File: config.mk
export PLATFORM = sky130hd
export DESIGN_NAME = boot_load_ctrl
export DESIGN_NICKNAME = d
export VERILOG_FILES = /design/src/rtl/boot_load_ctrl.sv
export SDC_FILE = /design/constraint.sdc
export NUM_CORES = 1
export LEC_CHECK = 0
export BUFFER_PORTS_ARGS = -buffer_cell sky130_fd_sc_hd__buf_2
export CAP_MARGIN = 10
export CORE_ASPECT_RATIO = 0.75
export CORE_UTILIZATION = 35
export DETAILED_ROUTE_END_ITERATION = 8
export SLEW_MARGIN = 0
export SYNTH_ARGS = -nofsm -noshare
export SYNTH_HDL_FRONTEND = slang
export SYNTH_SLANG_ARGS = --single-unit
export TNS_END_PERCENT = 50
File: constraint.sdc
create_clock -name clk -period 2.65 [get_ports clk]
set_input_delay 0.53 -clock clk [delete_from_list [all_inputs] [get_ports clk]]
set_output_delay 0.53 -clock clk [all_outputs]
set_load 0.02 [all_outputs]
File: src/rtl/boot_load_ctrl.sv
// boot_load_ctrl: boot-time loader for the single-cycle core.
// Keeps the core in reset and receives a program image over a byte stream.
// Image layout: word count N (16-bit, little-endian), 4*N payload bytes
// (little-endian per word), then one byte holding the XOR of the payload.
// Each word is written to instruction memory at word addresses 0..N-1. The
// core is released only when the checksum matches.
// While loading, the loader drives the instruction-memory address port.
// In RUN, the core PC drives it.
module boot_load_ctrl #(
    parameter int ADDR_W  = 6,
    parameter int TIMEOUT = 1000
) (
    input  logic              clk,
    input  logic              reset,
    input  logic              rx_valid,
    input  logic [7:0]        rx_data,
    output logic              rx_ready,
    input  logic              reload,
    input  logic [31:0]       cpu_pc,
    output logic              cpu_reset,
    output logic [ADDR_W-1:0] imem_addr,
    output logic              imem_we,
    output logic [31:0]       imem_wdata,
    output logic              busy,
    output logic              done,
    output logic              error,
    output logic [1:0]        err_code,
    output logic [ADDR_W:0]   loaded_words
);

    typedef enum logic [2:0] {
        S_HDR0,
        S_HDR1,
        S_DATA,
        S_CSUM,
        S_RUN,
        S_ERROR
    } state_t;

    localparam logic [1:0] ERR_NONE = 2'b00;
    localparam logic [1:0] ERR_CSUM = 2'b01;
    localparam logic [1:0] ERR_SIZE = 2'b10;
    localparam logic [1:0] ERR_TIME = 2'b11;

    // The idle counter saturates at TIMEOUT-1. The limit is reached when a
    // further idle cycle is seen at that count.
    localparam int IDLE_W = (TIMEOUT > 1) ? $clog2(TIMEOUT) : 1;
    localparam logic [IDLE_W-1:0] IDLE_MAX = IDLE_W'((TIMEOUT > 0) ? TIMEOUT - 1 : 0);

    // Largest image that fits into instruction memory.
    localparam logic [16:0] MAX_WORDS = 17'(1) << ADDR_W;

    state_t              state;
    state_t              state_nxt;
    logic [1:0]          err_nxt;

    logic                xfer;          // byte handshake completes this cycle
    logic                restart;       // reload accepted: clear the load context
    logic                active;        // states where the idle timer runs
    logic                timed_out;
    logic                last_word;
    logic [15:0]         hdr_n;

    logic [7:0]          n_lo;          // low byte of the word count, held until HDR1
    logic [15:0]         n_words;       // word count of the current image
    logic [1:0]          byte_idx;      // byte position inside the current word
    logic [23:0]         word_buf;      // first three bytes of the current word
    logic [ADDR_W:0]     word_cnt;      // words already handed to memory
    logic [7:0]          xor_acc;       // running XOR of the payload bytes
    logic [IDLE_W-1:0]   idle_cnt;
    logic [ADDR_W-1:0]   wr_addr;       // address of the word being written

    logic                unused_pc_bits;

    assign xfer      = rx_valid & rx_ready;
    assign restart   = reload & ((state == S_RUN) || (state == S_ERROR));
    assign active    = (state == S_HDR1) || (state == S_DATA) || (state == S_CSUM);
    assign timed_out = (TIMEOUT != 0) && active && !xfer && (idle_cnt == IDLE_MAX);

    // The current word is the last one when the running word count plus one
    // equals N. The oversize check limits N, so the count never wraps.
    assign last_word = ((16'(word_cnt) + 16'd1) == n_words);

    assign loaded_words = word_cnt;

    // Address port: the core owns it only while it runs.
    // Otherwise the loader write index drives it.
    assign imem_addr = (state == S_RUN) ? cpu_pc[ADDR_W+1:2] : wr_addr;

    // PC byte offset and high bits are outside the instruction-memory range.
    assign unused_pc_bits = ^{cpu_pc[31:ADDR_W+2], cpu_pc[1:0]};

    // State register and latched error code.
    always_ff @(posedge clk) begin
        if (reset) begin
            state    <= S_HDR0;
            err_code <= ERR_NONE;
        end else begin
            state    <= state_nxt;
            err_code <= err_nxt;
        end
    end

    // Next-state logic. A byte accepted in the same cycle the idle limit
    // is hit wins over the timeout.
    always_comb begin
        state_nxt = state;
        err_nxt   = err_code;
        hdr_n     = {rx_data, n_lo};
        case (state)
            S_HDR0: begin
                if (xfer) state_nxt = S_HDR1;
            end
            S_HDR1: begin
                if (xfer) begin
                    if ({1'b0, hdr_n} > MAX_WORDS) begin
                        state_nxt = S_ERROR;
                        err_nxt   = ERR_SIZE;
                    end else if (hdr_n == 16'd0) begin
                        state_nxt = S_CSUM;
                    end else begin
                        state_nxt = S_DATA;
                    end
                end else if (timed_out) begin
                    state_nxt = S_ERROR;
                    err_nxt   = ERR_TIME;
                end
            end
            S_DATA: begin
                if (xfer) begin
                    if (byte_idx == 2'd3 && last_word) state_nxt = S_CSUM;
                end else if (timed_out) begin
                    state_nxt = S_ERROR;
                    err_nxt   = ERR_TIME;
                end
            end
            S_CSUM: begin
                if (xfer) begin
                    if (rx_data == xor_acc) begin
                        state_nxt = S_RUN;
                    end else begin
                        state_nxt = S_ERROR;
                        err_nxt   = ERR_CSUM;
                    end
                end else if (timed_out) begin
                    state_nxt = S_ERROR;
                    err_nxt   = ERR_TIME;
                end
            end
            S_RUN: begin
                if (reload) state_nxt = S_HDR0;
            end
            S_ERROR: begin
                if (reload) begin
                    state_nxt = S_HDR0;
                    err_nxt   = ERR_NONE;
                end
            end
            default: begin
                state_nxt = S_HDR0;
                err_nxt   = ERR_NONE;
            end
        endcase
    end

    // Output decode from the state register.
    // cpu_reset therefore drops on the cycle after the checksum byte.
    always_comb begin
        rx_ready  = 1'b0;
        cpu_reset = 1'b1;
        busy      = 1'b0;
        done      = 1'b0;
        error     = 1'b0;
        case (state)
            S_HDR0: rx_ready = 1'b1;
            S_HDR1, S_DATA, S_CSUM: begin
                rx_ready = 1'b1;
                busy     = 1'b1;
            end
            S_RUN: begin
                cpu_reset = 1'b0;
                done      = 1'b1;
            end
            S_ERROR: error = 1'b1;
            default: ;
        endcase
    end

    // Idle timer: counts non-transfer cycles while a load is in progress.
    always_ff @(posedge clk) begin
        if (reset || restart) begin
            idle_cnt <= '0;
        end else if (xfer || !active) begin
            idle_cnt <= '0;
        end else if (idle_cnt != IDLE_MAX) begin
            idle_cnt <= idle_cnt + IDLE_W'(1);
        end
    end

    // Load datapath.
    // - Header capture and word assembly.
    // - Checksum accumulation.
    // - A registered one-cycle write strobe after each fourth payload byte.
    // The byte stream is never stalled by a write.
    always_ff @(posedge clk) begin
        if (reset) begin
            n_lo       <= '0;
            n_words    <= '0;
            byte_idx   <= '0;
            word_buf   <= '0;
            word_cnt   <= '0;
            xor_acc    <= '0;
            wr_addr    <= '0;
            imem_we    <= 1'b0;
            imem_wdata <= '0;
        end else begin
            imem_we <= 1'b0;
            if (restart) begin
                n_lo     <= '0;
                n_words  <= '0;
                byte_idx <= '0;
                word_buf <= '0;
                word_cnt <= '0;
                xor_acc  <= '0;
                wr_addr  <= '0;
            end else if (xfer) begin
                case (state)
                    S_HDR0: n_lo <= rx_data;
                    S_HDR1: n_words <= hdr_n;
                    S_DATA: begin
                        xor_acc  <= xor_acc ^ rx_data;
                        byte_idx <= byte_idx + 2'd1;
                        case (byte_idx)
                            2'd0: word_buf[7:0]   <= rx_data;
                            2'd1: word_buf[15:8]  <= rx_data;
                            2'd2: word_buf[23:16] <= rx_data;
                            default: begin
                                imem_we    <= 1'b1;
                                imem_wdata <= {rx_data, word_buf};
                                wr_addr    <= word_cnt[ADDR_W-1:0];
                                word_cnt   <= word_cnt + (ADDR_W+1)'(1);
                            end
                        endcase
                    end
                    default: ;
                endcase
            end
        end
    end

endmodule

==> results.ini, run 1 <==
[run_status]
run_status=completed

[timing]
max_frequency_ghz=0.4129
slew-limit-headroom=0.5193
unrepaired_setup_endpoints_after_global_routing=false
worst_slew_pin_slew_ns=0.7210
fin_worst_skew_ns=0.01168
period_needed_ns=2.422
report.final.slew_viol_count=0
holdWs_ns=0.4069
finalWorstSetupSlack_ns=0.2283
timing.setup.tns_ns=0
number_of_hold_violations_in_the_final_report=0
final-setup-viol-count=0
final_period_util=0.9138

[floorplan]
width_of_the_die_um=141.1
die_area_um2=15000
core_area_um2=13930
core.rowCount=37
fp.dieH_um=106.3
boundaryPins=97
start_util=0.3644

[synthesis]
ys.flop_type=sky130_fd_sc_hd__dfxtp_1
syn_nets=678
syn-instance-count=628
ys_async_sr_fraction=0
synth_cell_types=53
netlist_top_cells_count=sky130_fd_sc_hd__nand2_1 (169), sky130_fd_sc_hd__dfxtp_1 (119), sky130_fd_sc_hd__a21oi_1 (95), sky130_fd_sc_hd__nand3_1 (36), sky130_fd_sc_hd__nor2_1 (36)
syn_area_per_cell_um2=8.085
synth_edf_count=0
synth.cell_area_um2=5077
synth.top_cells.by_area=sky130_fd_sc_hd__dfxtp_1 (47%), sky130_fd_sc_hd__nand2_1 (12%), sky130_fd_sc_hd__a21oi_1 (9.4%), sky130_fd_sc_hd__xor2_1 (4.1%), sky130_fd_sc_hd__nand3_1 (3.5%)
post-synth-top-area-cell=sky130_fd_sc_hd__dfxtp_1
post-synth-top-count-cell=sky130_fd_sc_hd__nand2_1
synth_top_area_frac=0.4692
ys.warnings.count=0
seq_area_frac_synth=0.4692
count_of_state_elements_after_synthesis=119

[critical_path]
path_type_of_the_worst_setup_path=register to primary output
setup.reg_to_reg.worst_slack_ns=0.45
critical_path_required_ns=2.12
worst_setup_path_end_kind=primary output
cp.arrival_ns=1.89
path_max_fanout=10
critPathLaunchType=register

[grt]
global_route.usage.total=0.1729
grt_pass1_vias=4117
grt_pass1_wl_um=20050
antenna_violations_before_repair=0
largest_net_degree_at_the_start_of_global_routing=72
globalRoute.totalOverflow=0

[job]
drv_cap=0

[place]
numPortBuffers=70
dp_worst_setup_slack_ns=0.4706
place.gp.congestion=0.7814
place.detailed.hpwl_um=8294

[drt]
detail_route.drc_violations=0
route.detailed.vias_per_inst=4.940
routed_wire_length_per_instance_um=13.57
route.antenna.remaining_nets=0
initialDrtViolationCount=222
dr.pass1.iters=4
routed_wire_length_um=12080
vias=4397

[layout]
num_antenna_cells=0
net_count_final=733
drive_above_1_share=0.1856
flow.area_growth_from_synthesis_pct=21.14

[cts]
post-cts-setup-buffers=0
cts_tree=built
cts-htree-levels=4
cts.root.buffer_cell=sky130_fd_sc_hd__clkbuf_16
cts-buffers-inserted=17
clock-sinks=119
cts.clk_slew.worst_paths_ns=0.06
max-clock-path-buffers=2
clk_latency_ns=0.42

[power_and_ir_drop]
power.leakage_uw=0.002349
ir_drop_mv=0.5289
power_density_nw_per_um2=696.1

[worst_hold_path]
hold_class=input pin to register

==> cell families after synthesis <==
| kind of cell | after synthesis | share of synthesized area |
|---|---|---|
| compound gates | 118 | 0.1387 |
| xor+xnor | 40 | 0.06900 |
| fa+ha+maj | 6 | 0.01479 |
| buf+inv | 56 | 0.04485 |
| flops | 119 | 0.4692 |
| mux | 8 | 0.01725 |
| simple gates | 281 | 0.2462 |
==> sequential cells by signal, indices dropped and copies added, names as in the netlist <==
name / flops
imem_wdata: 32
xor_acc: 8
word_buf: 24
wr_addr: 6
state: 3
n_lo: 8
idle_cnt: 10
loaded_words: 7
err_code: 2
n_words: 16
byte_idx: 2
imem_we: 1
==> what timing repair did <==
| action | 4_1_cts | 5_1_grt |
|---|---|---|
| hold buffers | 0 | 0 |
| endpoints found under the setup margin | 0 | 5 |
| gates resized for setup | 0 | 1 |
==> cells in the final DEF (no fill, tap or decap), drive strengths merged, types with 2 or more instances in the layout <==
master and count:
o31ai 2, nor2b 2, nand2 169, and3b 2
xnor2 16, dfxtp 119, clkinvlp 2, xor2 24
clkinv 6, nand4 4, a31oi 2, and3 3
buf 83, nor3 6, nand3 36, clkbuf 22
nand2b 2, o21bai 2, nor4 5, o41ai 2
mux2 6, mux2i 2, nor2 36, o211ai 3
a21oi 95, or3 6, ha 6, inv 8
bufinv 2
==> cell type report <==
| class | instances | area [um2] |
|---|---|---|
| fill | 1361 | 7784 |
| multi-input combinational | 453 | 2467 |
| sequential | 119 | 2384 |
| clock buffer | 22 | 474.2 |
| timing repair buffer | 83 | 447.9 |
| tap | 195 | 244.0 |
| clock inverter | 9 | 100.1 |
| inverter | 9 | 33.78 |
==> final timing paths <==
kind | start | endpoint | cells after the start
worst max-delay path | state[2] | imem_addr[1] | 5
worst min-delay path | reload | state[2] | 3
worst max register to register | byte_idx[0] | state[0] | 6
worst min register to register | word_buf[12] | imem_wdata[12] | 2
==> per-layer routing <==
layer	part of all wire	global-route usage
met1	0.49	0.2280
met2	0.44	0.2656
met3	0.052	0.03874
met4	0.017	0.08696
met5	0	0
==> per-stage QoR <==
stage / utilization / power [uW] / cells / instance area (um2)
after CTS: 0.4413 / 4316 / 890 / 6150
final: 0.4414 / 4281 / 890 / 6151
after global placement: 0.4001 / 2090 / 859 / 5575
after global routing: 0.4414 / 4436 / 890 / 6151
after detailed placement: 0.4001 / 2098 / 859 / 5575
after floorplan: - / 2028 / 628 / 5077
==> worst max-delay path: stages (launching register included) <==
cell and delay [ns]:
sky130_fd_sc_hd__dfxtp_2 0.44, sky130_fd_sc_hd__clkinv_1 0.13, sky130_fd_sc_hd__nor3_2 0.17, sky130_fd_sc_hd__buf_4 0.23, sky130_fd_sc_hd__mux2_2 0.35, sky130_fd_sc_hd__buf_2 0.16
==> power by group <==
| part | switching, uW | internal, uW |
|---|---|---|
| Sequential | 29.0 | 1820 |
| Clock | 778 | 1440 |
| Combinational | 146 | 71.7 |
| Total | 953 | 3330 |
Power figures use the tool's default switching activity.
==> run 2, diff against run 1 <==
--- a/config.mk
+++ b/config.mk
@@ -10,6 +10,7 @@
 export CORE_ASPECT_RATIO = 0.75
 export CORE_UTILIZATION = 35
 export DETAILED_ROUTE_END_ITERATION = 8
+export SKIP_LAST_GASP = 1
 export SLEW_MARGIN = 0
 export SYNTH_ARGS = -nofsm -noshare
 export SYNTH_HDL_FRONTEND = slang
==> constraint.sdc (replaced) <==
create_clock -name clk -period 2.8 [get_ports clk]
set_input_delay 0.56 -clock clk [delete_from_list [all_inputs] [get_ports clk]]
set_output_delay 0.56 -clock clk [all_outputs]
set_load 0.02 [all_outputs]
==> results.ini, run 2 (synthesis results as in run 1) <==
[cts]
cts.clk_slew.worst_paths_ns=0.06
clock-sinks=119
cts.root.buffer_cell=sky130_fd_sc_hd__clkbuf_16
holdBufCountCts=0
post-cts-setup-buffers=0
cts-buffers-inserted=17
cts.repair.resized=0
clk_latency_ns=0.42
cts-htree-levels=4
cts_tree=built
max-clock-path-buffers=2

[drt]
dr.pass1.iters=5
vias=4412
route.antenna.remaining_nets=0
met3_length_um=619
initialDrtViolationCount=355
wl_met2_um=5637
highest-signal-layer=met4
routed_wire_length_per_instance_um=14.03
route.layer.met1.wl_um=6070
detail_route.drc_violations=0
routed_wire_length_um=12480
route.detailed.vias_per_inst=4.963

[critical_path]
cp.arrival_ns=2.05
critical_path_required_ns=2.24
path_max_fanout=10
ff2ff_path_depth=6
critPathLaunchType=register
worst_setup_path_end_kind=primary output
path_type_of_the_worst_setup_path=register to primary output
setup.reg_to_reg.worst_slack_ns=0.59

[timing]
worst_slew_pin_slew_ns=0.7167
fin_worst_skew_ns=0.01149
timing.setup.tns_ns=0
number_of_hold_violations_in_the_final_report=0
unrepaired_setup_endpoints_after_global_routing=false
holdWs_ns=0.4444
period_needed_ns=2.605
slew-limit-headroom=0.5222
max_frequency_ghz=0.3838
report.final.slew_viol_count=0
final_period_util=0.9304
final-setup-viol-count=0

[floorplan]
start_util=0.3644
fp.dieH_um=106.3
boundaryPins=97
core_area_um2=13930
core.rowCount=37
width_of_the_die_um=141.1
die_area_um2=15000

[worst_hold_path]
hold_class=input pin to register
hold_path_depth=3

[layout]
max_flop_register=imem_wdata
num_antenna_cells=0
largest_registers=imem_wdata: 32 flops, word_buf: 24 flops, n_words: 16 flops
nFillCells=1358
flow.area_growth_from_synthesis_pct=22.65
post_layout_nonfiller_instances=889
mostFrequentLayoutCells=sky130_fd_sc_hd__nand2_1 (169), sky130_fd_sc_hd__dfxtp_1 (119), sky130_fd_sc_hd__a21oi_1 (95)
drive_above_1_share=0.1859
largest_register_ffs=32
final_util=0.4469
mostFrequentLayoutCell=sky130_fd_sc_hd__nand2_1
net_count_final=731

[power_and_ir_drop]
combinationalPowerShare=0.047
seq_power_share=0.400
ir_drop_mv=0.4503
internal-power_uw=3403
clock_power_share=0.552
p_switching_uw=951.7
power.leakage_uw=0.002373
netSwitchingFraction=0.2185
power_density_nw_per_um2=699.4

[grt]
largest_net_degree_at_the_start_of_global_routing=72
global_route.usage.total=0.1749
antenna_violations_before_repair=0
grt_pass1_wl_um=20210
globalRoute.totalOverflow=0
grt_pass1_vias=4176

[job]
drv_cap=0

[place]
number_of_placed_instances_taps_included=857
place.gp.congestion=0.7739
numPortBuffers=70
place.detailed.hpwl_um=8393

[run_status]
run_status=completed

[run 2: final timing paths]
kind,from,to
setup reg to reg,byte_idx[0],state[0]
hold reg to reg,imem_wdata[9],imem_wdata[9]
hold / removal,reload,state[2]
setup / recovery,state[2],imem_addr[1]
[run 2: stage by stage]
step	area (um2)	setup WS, ns	total power [uW]
2_1_floorplan	5077	0.3391	1920
3_3_place_gp	5573	0.6470	1978
3_5_place_dp	5573	0.6244	1984
4_1_cts	6227	0.1845	4397
5_1_grt	6227	0.07193	4504
6_report	6227	0.1948	4355
[run 2: area by class of cell]
cell class | instances | area (um2) | area share
Timing Repair Buffer | 81 | 445.4 | 0.07153
Tap cell | 195 | 244.0 | 0.03918
Clock buffer | 19 | 452.9 | 0.07273
Clock inverter | 13 | 201.4 | 0.03235
Inverter | 9 | 33.78 | 0.005425
Sequential cell | 119 | 2382 | 0.3826
Multi-Input combinational cell | 453 | 2467 | 0.3962
[run 2: worst max-delay path, cell delays in order (launching register included)]
cell	delay [ns]
sky130_fd_sc_hd__dfxtp_1	0.54
sky130_fd_sc_hd__clkinv_1	0.17
sky130_fd_sc_hd__nor3_2	0.18
sky130_fd_sc_hd__buf_4	0.22
sky130_fd_sc_hd__mux2_2	0.35
sky130_fd_sc_hd__buf_2	0.16
[run 2: metal layers]
metal,up-vias,global-route usage
li1,2206,-
met1,2066,0.2277
met2,126,0.2723
met3,14,0.04324
met4,0,0.08152
met5,-,0
[run 2: power by group through the flow]
stage          Clock [uW]  Combinational [uW]  Sequential [uW]
5_1_grt              2530                 225             1750
3_5_place_dp            0                 205             1780
3_3_place_gp            0                 200             1780
2_1_floorplan           0                 151             1770
6_report             2410                 206             1740
4_1_cts              2450                 206             1740
